$ cat src/rtl/ripple_count_ctrl.sv
// Sequencer for a 4-bit asynchronous ripple counter: clear, gated count window,
// settle, then sample {wrap-extension, synced count} and offer it over valid/ready.
module ripple_count_ctrl #(
  parameter int CNT_W  = 4,
  parameter int EXT_W  = 4,
  parameter int WIN_W  = 8,
  parameter int SETTLE = 4
) (
  input  logic                   clk,
  input  logic                   reset,
  input  logic                   start,
  input  logic [WIN_W-1:0]       win_len,
  input  logic                   abort,
  input  logic [CNT_W-1:0]       cnt_q,
  output logic                   cnt_en,
  output logic                   cnt_clr,
  output logic                   busy,
  output logic                   res_valid,
  input  logic                   res_ready,
  output logic [CNT_W+EXT_W-1:0] result,
  output logic                   ovf
);

  localparam int RES_W = CNT_W + EXT_W;
  localparam int SET_W = $clog2(SETTLE + 1);
  localparam int TMR_W = (WIN_W > SET_W) ? WIN_W : SET_W;
  localparam logic [TMR_W-1:0] SETTLE_T = TMR_W'(SETTLE);
  localparam logic [TMR_W-1:0] TMR_ONE  = TMR_W'(1);

  typedef enum logic [2:0] {
    ST_IDLE,
    ST_CLEAR,
    ST_COUNT,
    ST_SETTLE,
    ST_HOLD
  } state_t;

  state_t           state_q, state_d;
  logic [TMR_W-1:0] tmr_q, tmr_d;
  logic [EXT_W-1:0] ext_q, ext_d;
  logic             ovf_q, ovf_d;
  logic [RES_W-1:0] result_q, result_d;
  logic [CNT_W-1:0] sync1_q, sync1_d;
  logic [CNT_W-1:0] sync2_q, sync2_d;
  logic             msb_prev_q, msb_prev_d;
  logic             cnt_en_q, cnt_en_d;
  logic             cnt_clr_q, cnt_clr_d;
  logic             busy_q, busy_d;
  logic             res_valid_q, res_valid_d;
  logic             tracking;
  logic             wrap;

  // Synchronizer and wrap extension. The counter and the synchronizer are both
  // cleared during CLEAR, so a stale MSB from the previous run cannot look like a wrap.
  always_comb begin
    // NOTE: every combinational output gets a default first so no path leaves it unassigned (no latch).
    sync1_d    = cnt_q;
    sync2_d    = sync1_q;
    msb_prev_d = sync2_q[CNT_W-1];
    ext_d      = ext_q;
    ovf_d      = ovf_q;
    tracking   = (state_q == ST_COUNT) || (state_q == ST_SETTLE);
    wrap       = tracking && msb_prev_q && !sync2_q[CNT_W-1];

    if (state_q == ST_CLEAR) begin
      sync1_d    = '0;
      sync2_d    = '0;
      msb_prev_d = 1'b0;
      ext_d      = '0;
      ovf_d      = 1'b0;
    end else if (wrap && !ovf_q) begin
      if (&ext_q) begin
        ovf_d = 1'b1;
      end else begin
        ext_d = ext_q + EXT_W'(1);
      end
    end
  end

  // Sequencer. tmr_q holds the remaining window length in COUNT and the
  // remaining settle time in SETTLE.
  always_comb begin
    state_d  = state_q;
    tmr_d    = tmr_q;
    result_d = result_q;

    case (state_q)
      ST_IDLE: begin
        if (start) begin
          state_d = ST_CLEAR;
          tmr_d   = TMR_W'(win_len);
        end
      end
      ST_CLEAR: begin
        if (abort) begin
          state_d = ST_IDLE;
        end else if (tmr_q == '0) begin
          state_d = ST_SETTLE;
          tmr_d   = SETTLE_T;
        end else begin
          state_d = ST_COUNT;
        end
      end
      ST_COUNT: begin
        if (abort) begin
          state_d = ST_IDLE;
        end else if (tmr_q == TMR_ONE) begin
          state_d = ST_SETTLE;
          tmr_d   = SETTLE_T;
        end else begin
          tmr_d = tmr_q - TMR_ONE;
        end
      end
      ST_SETTLE: begin
        if (abort) begin
          state_d = ST_IDLE;
        end else if (tmr_q == TMR_ONE) begin
          // Use the next-state extension so a wrap seen on this very edge is included.
          state_d  = ST_HOLD;
          result_d = ovf_d ? '1 : {ext_d, sync2_q};
        end else begin
          tmr_d = tmr_q - TMR_ONE;
        end
      end
      ST_HOLD: begin
        if (res_ready) begin
          state_d = ST_IDLE;
        end
      end
      default: state_d = ST_IDLE;
    endcase

    // Outputs are decoded from the next state so they are registered and glitch-free.
    cnt_en_d    = (state_d == ST_COUNT);
    cnt_clr_d   = (state_d == ST_CLEAR);
    busy_d      = (state_d != ST_IDLE);
    res_valid_d = (state_d == ST_HOLD);
  end

  always_ff @(posedge clk or negedge reset) begin
    // NOTE: every flop, synchronizer stages included, is reset so a mid-run reset leaves no stale state.
    if (!reset) begin
      state_q     <= ST_IDLE;
      tmr_q       <= '0;
      ext_q       <= '0;
      ovf_q       <= 1'b0;
      result_q    <= '0;
      sync1_q     <= '0;
      sync2_q     <= '0;
      msb_prev_q  <= 1'b0;
      cnt_en_q    <= 1'b0;
      cnt_clr_q   <= 1'b0;
      busy_q      <= 1'b0;
      res_valid_q <= 1'b0;
    end else begin
      // NOTE: non-blocking assignments so every flop samples pre-edge values.
      state_q     <= state_d;
      tmr_q       <= tmr_d;
      ext_q       <= ext_d;
      ovf_q       <= ovf_d;
      result_q    <= result_d;
      sync1_q     <= sync1_d;
      sync2_q     <= sync2_d;
      msb_prev_q  <= msb_prev_d;
      cnt_en_q    <= cnt_en_d;
      cnt_clr_q   <= cnt_clr_d;
      busy_q      <= busy_d;
      res_valid_q <= res_valid_d;
    end
  end

  assign cnt_en    = cnt_en_q;
  assign cnt_clr   = cnt_clr_q;
  assign busy      = busy_q;
  assign res_valid = res_valid_q;
  assign result    = result_q;
  assign ovf       = ovf_q;

endmodule

$ cat config.mk
export PLATFORM = sky130hd
export DESIGN_NAME = ripple_count_ctrl
export DESIGN_NICKNAME = d
export VERILOG_FILES = /design/src/rtl/ripple_count_ctrl.sv
export SDC_FILE = /design/constraint.sdc
export NUM_CORES = 1
export LEC_CHECK = 0
export BUFFER_PORTS_ARGS = -buffer_cell sky130_fd_sc_hd__buf_4
export CORE_AREA = 2 2 71 73
export CTS_CLUSTER_SIZE = 20
export DETAILED_ROUTE_END_ITERATION = 7
export DIE_AREA = 0 0 73 75
export PLACE_DENSITY_LB_ADDON = 0.05
export SLEW_MARGIN = 20
export SYNTH_ARGS = -nofsm -noshare
export SYNTH_HDL_FRONTEND = slang
export SYNTH_SLANG_ARGS = --single-unit
$ cat constraint.sdc
create_clock -name clk -period 2 [get_ports clk]
set_input_delay 0.2 -clock clk [delete_from_list [all_inputs] [get_ports clk]]
set_output_delay 0.2 -clock clk [all_outputs]
set_load 0.005 [all_outputs]
# Word level (Yosys, flattened, before mapping)
# Index checks and enable logic that the tools add are counted.
# Widths: inputs -> output; s select.
# classes
n_bitwise	1
div_mod_pow	0
reduce_logical	13
order_cmp	0
addsub	2
mux	27
multipliers	0
n_eq_ne	14
shifts	0
# op_table
op	n
$mux 8	8
$pmux 8 s4	1
$mux 4	5
$mux 3	6
$pmux 3 s5	1
$ne 2x2->1 const B	5
$eq 3x2->1 const B	3
$eq 8x1->1 const B	1
$logic_not 8->1	1
$sub 8x1->8 const B	1
$reduce_and 7->1	1
$eq 3x1->1 const B	2
$eq 3x3->1 const B	2
$mux 1	5
$add 4x1->4 const B	1
$reduce_and 4->1	1
$reduce_bool 4->1	1
$logic_and 1x1->1	3
$logic_not 3->1	1
$reduce_and 3->1	1
$reduce_bool 3->1	1
$logic_not 1->1	2
$mux 2	1
$ne 2x1->1 const B	1
2 further kinds	2
# word_totals
mem_bits_rw	0
ff_bits	37
latchBits	0
romBits	0
memories	0
inputBits	17

# Longest topological paths before layout
# logic_depth
ltp_word	8
mapped_depth	8

# Worst setup path before layout
# OpenSTA, ideal clock, no wires.
# synth_path
path_kind	register to register
from	register tmr_q[6]
to	register result_q[5] (netlist: result[5])
t_arrival_ns	1.613
setup_time_ns	0.121
path_slack_ns	0.266
path_stages_with_launch	6
required_time_ns	1.879
synth_period_minus_slack_ns	1.734
cell_sequence	dfrtp_1 -> nor4_4 -> nand3_2 -> nor4_4 -> nand2b_1 -> o22a_1
# synth_via
elab_chain_len	2
# synth_lines
item	line_no	source
from (decl)	39	logic [TMR_W-1:0] tmr_q, tmr_d;
from (signal assigned)	158	tmr_q <= tmr_d;
$eq 8x1->1	117	end else if (tmr_q == TMR_ONE) begin
$reduce_and 3->1 (no source line)	-	
to (signal assigned)	161	result_q <= result_d;
to (decl)	42	logic [RES_W-1:0] result_q, result_d;
# No other way between the ends.
# A chain may end at the register's enable or synchronous reset.

# Worst setup path after layout
# layout_path
from	register tmr_q[6]
to	register cnt_en_q (netlist: cnt_en)
# layout_via
elab_chain_len	5
elab_cells_between_ends	10
# layout_lines
item	line_no	source
$eq 8x1->1 / $logic_not 8->1 (equally long branches)	107, 117, 97	
$mux 3 (tied with other cells)	117	
$mux 3 (tied with other cells)	115	if (abort) begin
$pmux 3 s5 (*)	87	case (state_q)
$eq 3x2->1 (*)	134	cnt_en_d = (state_d == ST_COUNT);
net cnt_en_d	46	logic cnt_en_q, cnt_en_d;
to (signal assigned)	165	cnt_en_q <= cnt_en_d;
to (decl)	46	
# Mark *: on every way through the listed nets, which the timed path passes. The rest lies on a longest branch.

==> results.md <==
- Fin Setup TNS: 0 ns
- RSZ-0062 raised after global routing: false
- Hold Fails Final Rpt: 0
- Power per cell area: 1070 nW/um2
- Kind of critical path: flip-flop to flip-flop
- Syn avg cell area: 10.1 um2
- Post_cts resized: 0
- Static Leak: between 1 and 1.5 nW
- Data arrival, critical path: 2.02 ns
- CTS sink cnt: 37
- Critical path required time: 2.18 ns
- Post-synthesis sequential area ratio: 0.510
- H-tree depth: 2
- Worst hold path type: input port to flip-flop
- Rows: 25
- First-pass GRT wire length: 6690 um
- Tot Pwr: 2.40 mW
- Slew @ Worst Pin: 0.465 ns
- DRT Wirelength: 4040 um
- Non-Filler Instances: between 200 and 300
- Syn Inst Count: 180
- Max Clk Rate: 543 MHz
- Port Buffers: 29
- GR Overflow Total: 0
- Clk pin slew, worst setup/hold paths: 0.07 ns
- Initial DRT Pass Iterations: 4
- WL per Instance: 14.6 um
- Antenna violations before repair: 0
- Vias: between 1,500 and 2,000
- Fin nets: 243
- Gr usage total: 0.161
- Longest Clk Path Bufs: 2
- Clock Tree Root: clkbuf_8
- Largest net degree at the start of global routing: 38
- Synthesized area: 1810 um2
- Clk_skew: around 0.0045 ns
- Ys flop type: dfrtp_1
- Part of the cycle the worst path needs: 0.921
- DP Cell Count: between 200 and 300
- Worst-path fanout max: 6
- Initial detailed-routing violation count: between 150 and 200
- Average vias per placed instance: 5.43
- Clock Latency Late Sink: 0.28 ns
- Critical path launch point type: flip-flop
- Number of global-route vias before repair: 1,469
- CTS buffer count: 5
- Async SR Flop Fraction: 1.00
- VDD IR-drop max: 0.443 mV
- EDFF count, synth: 0
- Status: completed
- Most frequent cells in the layout: buf_4, dfrtp_1, nor2_1, a21oi_1, o21ai_0
- Synth Register Bits: 37
- Core footprint: 4660 um2
- Yosys warning total: 0
- Die X: 73 um
- Unique cell type count in the Yosys netlist: 49
- Antenna fix cells: 0
- Max Cap Viol: 0
- Worst setup EP type: flip-flop
- Die area: ~5500 um2
- I/O pin total: 30
- Tmin final: 1.84 ns
- Worst reg2reg setup slack: 0.16 ns
- Post-route DRC: 0
- Max Slew Vio Count: 0
- Starting Density: 0.389
- Relative slew slack: 0.688
- Final setup violating endpoints: 0
- Antenna viol nets, final: 0
- Syn Nets: 201
- Final Cell Area: 2240 um2
- Share of layout cells above drive strength 1: 0.247
- Cell Area, Placed: 2130 um2
- Die Height: 75 um
- GP Congestion: 0.863
- TritonCTS clock tree: yes
- Post-DP HPWL: about 2800 um
- Area Growth Syn to Fin: 23.6%
- Most common cell after layout, fill and taps aside: buf_4
-- per-stage QoR --
step | util | hold slack [ns] | setup slack, ns
floorplan | - | -0.0956 | 0.266
global placement | 0.458 | 0.186 | 0.141
detailed placement | 0.458 | 0.200 | 0.0875
CTS | 0.478 | 0.107 | 0.0621
global route | 0.481 | 0.0986 | 0.0504
finish | 0.481 | 0.122 | 0.157
-- cell families after synthesis --
| group | count (synthesis) | synth area share |
|---|---|---|
| AO/OA/AOI/OAI | 52 | 0.190 |
| buffers and inverters | 14 | 0.0345 |
| flip-flops | 37 | 0.510 |
| XOR/XNOR | 2 | 0.00966 |
| AND/OR/NAND/NOR | 71 | 0.228 |
| adder cells (fa/ha/maj) | 4 | 0.0276 |
-- Yosys cell counts (2+ instances only) --
| cell | number | share of area |
|---|---|---|
| nor4_4 | 2 | 0.023 |
| a41o_1 | 2 | 0.011 |
| a211oi_1 | 3 | 0.012 |
| nand2_1 | 4 | 0.0083 |
| and2_1 | 10 | 0.034 |
| xnor2_1 | 2 | 0.0097 |
| inv_1 | 8 | 0.017 |
| o21ai_0 | 11 | 0.030 |
| nor2_1 | 25 | 0.052 |
| nand2b_1 | 3 | 0.010 |
| and3_1 | 3 | 0.010 |
| ha_1 | 4 | 0.028 |
| a21oi_1 | 15 | 0.041 |
| nand3_1 | 5 | 0.014 |
| a21oi_2 | 4 | 0.019 |
| dfrtp_1 | 37 | 0.51 |
| nor3_1 | 4 | 0.011 |
| clkbuf_1 | 3 | 0.0062 |
| o31ai_1 | 3 | 0.012 |
| nor4b_1 | 2 | 0.0097 |
| or3_1 | 2 | 0.0069 |
-- routing by layer --
layer  part of all wire  vias to the layer above  global-route usage
met5                  0                        -                   0
met4              0.018                        0              0.0761
met3              0.050                        7              0.0428
met2               0.52                       44               0.276
met1               0.41                      727               0.187
li1                   -                      726                   -
-- worst max-delay path, cell delays in order, from the launching register on --
cell and delay (ns):
dfrtp_1 0.45, nor4_4 0.31, buf_4 0.19, and3_1 0.22, xnor2_1 0.09, or3_1 0.29
and3_1 0.18
-- path summary, 6_finish.rpt --
path	startpoint	end	depth (start not counted)
hold reg to reg	sync1_q[3]$_DFF_PN0_	sync2_q[3]$_DFF_PN0_	1
min in group asynchronous	reset	tmr_q[5]$_DFFE_PN0P_	2
hold / removal	cnt_q[0]	sync1_q[0]$_DFF_PN0_	2
max in group asynchronous	reset	sync1_q[3]$_DFF_PN0_	2
setup / recovery	tmr_q[6]$_DFFE_PN0P_	cnt_en$_DFF_PN0_	6
setup reg to reg	tmr_q[6]$_DFFE_PN0P_	cnt_en$_DFF_PN0_	6
-- flip-flops by register name, summed over array words and instances, names as in the netlist --
name,count
result,8
tmr_q,8
ext_q,4
sync1_q,4
sync2_q,4
state_q,3
busy,1
cnt_clr,1
cnt_en,1
msb_prev_q,1
ovf,1
res_valid,1
-- what timing repair did --
action,4_1_cts,5_1_grt
hold buffers,1,0
setup buffers,0,2
setup endpoints to repair,0,6
endpoints found under the hold margin,37,0
-- area by class of cell --
class	count	area [um2]
Clock buffer	6	72.6
Clock inverter	2	10.0
Fill cell	444	2420
Inverter	8	30.0
Multi-Input combinational cell	129	826
Sequential cell	37	926
Tap cell	54	67.6
Timing Repair Buffer	41	310
-- where the power goes --
group,switching [mW],internal (mW),leakage (nW)
clock,0.261,0.242,0.0450
sequential,0.163,0.923,0.466
combinational,0.440,0.375,0.499
total,0.864,1.54,1.01
Power figures use the tool's default switching activity.
